### config.mk
export PLATFORM = sky130hd
export DESIGN_NAME = line_ram_reader
export DESIGN_NICKNAME = d
export VERILOG_FILES = /design/src/rtl/line_ram_reader.sv
export SDC_FILE = /design/constraint.sdc
export NUM_CORES = 1
export LEC_CHECK = 0
export ABC_AREA = 1
export CAP_MARGIN = 20
export CORE_MARGIN = 3
export CORE_UTILIZATION = 50
export CTS_CLUSTER_DIAMETER = 80
export DETAILED_ROUTE_END_ITERATION = 10
export MAX_ROUTING_LAYER = met4
export PLACE_DENSITY = 0.83
export SLEW_MARGIN = 20
export SYNTH_ARGS = -nofsm -noshare
export SYNTH_HDL_FRONTEND = slang
export SYNTH_SLANG_ARGS = --single-unit
### constraint.sdc
create_clock -name clk -period 1.9 [get_ports clk]
set_clock_uncertainty 0.2 [all_clocks]
set_input_delay 0.19 -clock clk [delete_from_list [all_inputs] [get_ports clk]]
set_output_delay 0.19 -clock clk [all_outputs]
set_load 0.02 [all_outputs]
### src/rtl/line_ram_reader.sv
// Read side of a two-line-RAM 3-row window: counts incoming pixels, reads both
// line RAMs at the current column and emits (top, mid, bot) column triples.
module line_ram_reader #(
    parameter int COLUMN_SIZE = 1280,
    parameter int ROW_SIZE    = 1024,
    parameter int DATA_W      = 12
) (
    input  logic              clk,
    input  logic              aclr,
    input  logic              rama_wren,
    input  logic              ramb_wren,
    input  logic [DATA_W-1:0] pix_in,
    input  logic [DATA_W-1:0] rama_q,
    input  logic [DATA_W-1:0] ramb_q,
    output logic [10:0]       rd_addr,
    output logic              rama_rden,
    output logic              ramb_rden,
    output logic [DATA_W-1:0] row_top,
    output logic [DATA_W-1:0] row_mid,
    output logic [DATA_W-1:0] row_bot,
    output logic              win_valid,
    output logic [10:0]       col_out,
    output logic              line_last,
    output logic              frame_last
);

    localparam int ROW_W = (ROW_SIZE > 1) ? $clog2(ROW_SIZE) : 1;

    typedef enum logic [1:0] {IDLE, FILL0, FILL1, RUN} state_t;

    state_t           state, state_nxt;
    logic [10:0]      col;
    logic [ROW_W-1:0] row;
    logic             wr, end_of_row, end_of_frame;

    logic              s1_valid, s1_sel_a, s1_eol, s1_eof;
    logic [DATA_W-1:0] s1_pix;
    logic [10:0]       s1_col;

    assign wr           = rama_wren | ramb_wren;
    assign end_of_row   = wr && (col == 11'(COLUMN_SIZE - 1));
    assign end_of_frame = end_of_row && (row == ROW_W'(ROW_SIZE - 1));

    assign rd_addr   = col;
    assign rama_rden = wr;
    assign ramb_rden = wr;

    always_comb begin
        state_nxt = state;
        case (state)
            IDLE:    if (wr)           state_nxt = FILL0;
            FILL0:   if (end_of_row)   state_nxt = FILL1;
            FILL1:   if (end_of_row)   state_nxt = RUN;
            RUN:     if (end_of_frame) state_nxt = IDLE;
            default:                   state_nxt = IDLE;
        endcase
    end

    always_ff @(posedge clk or negedge aclr) begin
        if (!aclr) begin
            state <= IDLE;
            col   <= '0;
            row   <= '0;
        end else begin
            state <= state_nxt;
            if (wr)
                col <= end_of_row ? 11'd0 : col + 11'd1;
            if (end_of_row)
                row <= end_of_frame ? '0 : row + ROW_W'(1);
        end
    end

    // Stage 1: capture the accepted pixel while the RAM read is in flight.
    always_ff @(posedge clk or negedge aclr) begin
        if (!aclr) begin
            s1_valid <= 1'b0;
            s1_sel_a <= 1'b0;
            s1_eol   <= 1'b0;
            s1_eof   <= 1'b0;
            s1_pix   <= '0;
            s1_col   <= '0;
        end else begin
            s1_valid <= wr && (state == RUN);
            if (wr) begin
                s1_sel_a <= rama_wren;
                s1_eol   <= end_of_row;
                s1_eof   <= end_of_frame;
                s1_pix   <= pix_in;
                s1_col   <= col;
            end
        end
    end

    // Stage 2: the RAM just written holds the row two above (old data on
    // collision); the other RAM holds the previous row.
    always_ff @(posedge clk or negedge aclr) begin
        if (!aclr) begin
            win_valid  <= 1'b0;
            line_last  <= 1'b0;
            frame_last <= 1'b0;
            col_out    <= '0;
            row_top    <= '0;
            row_mid    <= '0;
            row_bot    <= '0;
        end else begin
            win_valid  <= s1_valid;
            line_last  <= s1_valid && s1_eol;
            frame_last <= s1_valid && s1_eof;
            if (s1_valid) begin
                col_out <= s1_col;
                row_bot <= s1_pix;
                row_top <= s1_sel_a ? rama_q : ramb_q;
                row_mid <= s1_sel_a ? ramb_q : rama_q;
            end
        end
    end

endmodule
==> impl_metrics.ini <==
[clock_network]
htree_levels = 3
tritoncts = done
max-clock-path-buffers = 2
numCtsBuffers = 9
clk_transition_reported_paths_ps = 90
clk_latency_ps = 370
cts_root_buf = clkbuf_8
cts_num_sinks = 100

[routing]
first_pass_iters = 5
routed_wl_um = 10440
drt_iter0_markers = 185
antenna_left = 0
vias = 3587
avgViaCountPerCell = 5.221
wire_per_inst_um = 15.19
drc_errors = 0

[placement]
io_buffers = 102
place_inst = 670
dp_hpwl_um = 7397
finalWeightedCongestion = 0.9153

[synth]
postSynthCellCount = 462
ys_async_sr_fraction = 1.000
yosysWarnings = 0
synth_flop_cell = dfrtp_1
synth_fp_nets = 509
yosysMostFrequentCell = nand2_1
yosysTopAreaCell = dfrtp_1
synth-seq-cells = 100
synth_top_area_share = 0.5816
synth_enable_flop_cells = 0
yosysSeqAreaShare = 0.5816
syn_area_per_cell_um2 = 9.314
synthDistinctLibCells = 30
synth_area_um2 = 4303
synth_area_leaders = dfrtp_1 58%, nand2_1 13%, mux2_2 5.5%
synthTopCellsByCount = 145 x nand2_1, 100 x dfrtp_1, 53 x nor2_1, 30 x inv_1, 24 x a31oi_1

[critical_path]
required_ps = 1510
worstSetupEndpointType = output pin
rr_worst_depth = 9
crit_chain = buf_4 > clkdlybuf4s50_1
crit_slowest_cell = clkdlybuf4s50_1
r2r_start = rd_addr[1]$_DFFE_PN0N_
regToRegSetupSlack_ps = 70
cp_max_fo = 4
setup.worst_path.class = reg2out
start_kind = flip-flop
r2r-end = row[8]$_DFFE_PN0P_
arrival_ps = 1480
slowest_delay_ps = 610

[global_route]
grt_pass1_wl_um = 17060
grt_start_max_net_pins = 40
grt_pass1_vias = 3559
grt.total_usage = 0.2246
antenna_found_initial = 0
grt_overflow = 0

[worst_hold_path]
hold_path.class = in2async

[floorplan]
dieWidth_um = 98.77
fp-row-count = 33
dieArea_um2 = 9755
initial_utilization = 0.5185
coreArea_um2 = 8299
fp.dieH_um = 98.77
ios = 103

[power]
ir_drop_mv = 0.8717
powerDensity_nw_per_um2 = 1394
leakagePower_nw = 2.846

[sta]
layout_min_cycle_time_ps = 1868
fmax_ghz = 0.5354
setup_viol_count_final = 0
worstMarginPinSlew_ps = 536.5
hold_violations = 0
relSlewSlack = 0.6423
hold_slack_ps = 139.8
period_share = 0.9830
maxSlewViolCount = 0

[cells_and_area]
fillerInstances = 591
finalNetCount = 625
drive_gt1_frac = 0.1392
register_area_um2 = 2504
syn_to_final_growth_pct = 36.03
multi_input_area_um2 = 1624
n_antenna_cell = 0
fin_cells = 687

[job]
cap_violations = 0

[status]
status = complete, no violations
flip-flops by register name, indices dropped and copies added, names as in the netlist:
name,flops
s1_eol,1
rd_addr,11
state,2
row_mid,12
s1_eof,1
win_valid,1
col_out,11
row,10
frame_last,1
s1_col,11
s1_pix,12
s1_sel_a,1
line_last,1
s1_valid,1
row_bot,12
row_top,12
worst max-delay path: cells and delay by family, from the launching register on:
kind,cells,cell delay (ps)
flops,1,360
buf+inv,2,750
kinds of logic after synthesis:
family,count (synthesis),share of synthesized area
mux,21,0.05496
flops,100,0.5816
xor+xnor,7,0.01425
fa+ha+maj,7,0.02035
buf+inv,53,0.05089
compound gates,49,0.06484
simple gates,225,0.2131
per-layer routing:
layer / GRT usage / part of all wire / routed length (um)
met5: - / 0 / 0
met2: 0.3724 / 0.51 / 5368
met4: 0.07983 / 0.021 / 214
met3: 0.04317 / 0.050 / 525
met1: 0.2753 / 0.41 / 4326
worst max-delay path by stage:
stage | start | end | slack, ps | cells after the start
after floorplan | rd_addr[0]$_DFFE_PN0N_ | row[9]$_DFFE_PN0P_ | 90 | 9
after global placement | rama_wren | state[1]$_DFFE_PN0P_ | -150 | 10
after detailed placement | rama_wren | state[1]$_DFFE_PN0P_ | -200 | 10
after CTS | rd_addr[0]$_DFFE_PN0N_ | rd_addr[0] | 5 | 2
after global routing | rd_addr[1]$_DFFE_PN0N_ | row[8]$_DFFE_PN0P_ | -20 | 9
final | rd_addr[9]$_DFFE_PN0N_ | rd_addr[9] | 30 | 2
power breakdown:
group / switching [mW] / total, mW / leakage (nW) / internal [mW]
clock network: 0.731 / 1.47 / 0.103 / 0.742
registers: 0.455 / 3.26 / 1.21 / 2.81
logic: 1.76 / 3.43 / 1.53 / 1.66
total: 2.95 / 8.16 / 2.85 / 5.21
timing repair:
action / CTS / global route
buffers inserted: 0 / 1
endpoints found under the hold margin: 37 / 0
pin swaps: 0 / 4
gates resized for setup: 3 / 17
hold buffers: 1 / 0
endpoints found under the setup margin: 3 / 14
cells in the final DEF, fill, tap and decap left out, types with 3 or more instances in the layout:
cell             instances
nor3_1                   3
a21oi_1                 12
nand2_2                  3
dlygate4sd2_1            3
inv_2                    3
a31oi_1                 24
inv_1                   29
buf_4                   19
clkbuf_8                 9
nand2_1                143
nand4_1                  3
dfrtp_1                 99
nor2_4                   4
buf_12                   4
o21ai_0                 11
dlymetal6s2s_1           4
nand2_4                  3
nor2_2                   4
ha_1                     6
clkdlybuf4s50_1         94
nor2_1                  49
nand3_1                  8
mux2_2                  21
xor2_1                   5
final cells by class:
type                    instances  share of cell area
multi-input cells             309              0.2775
clock buffers                  10             0.02180
clock inverters                 5             0.01454
well taps                     105             0.02245
repair buffers                126              0.2155
flip-flops and latches        100              0.4277
inverters                      32             0.02052
metrics by stage:
step	worst slack [ps]	total power [mW]	TNS, ps	utilization	cell area, um2
floorplan	91.84	4.983	0	-	4303
global placement	-154.6	6.535	-2046	0.6715	5573
detailed placement	-201.8	6.686	-2744	0.6715	5573
CTS	4.633	8.157	0	0.6979	5792
global route	-19.65	8.607	-64.11	0.7053	5853
finish	32.29	8.162	0	0.7053	5853
No activity file was read; power rests on OpenSTA's default activity.
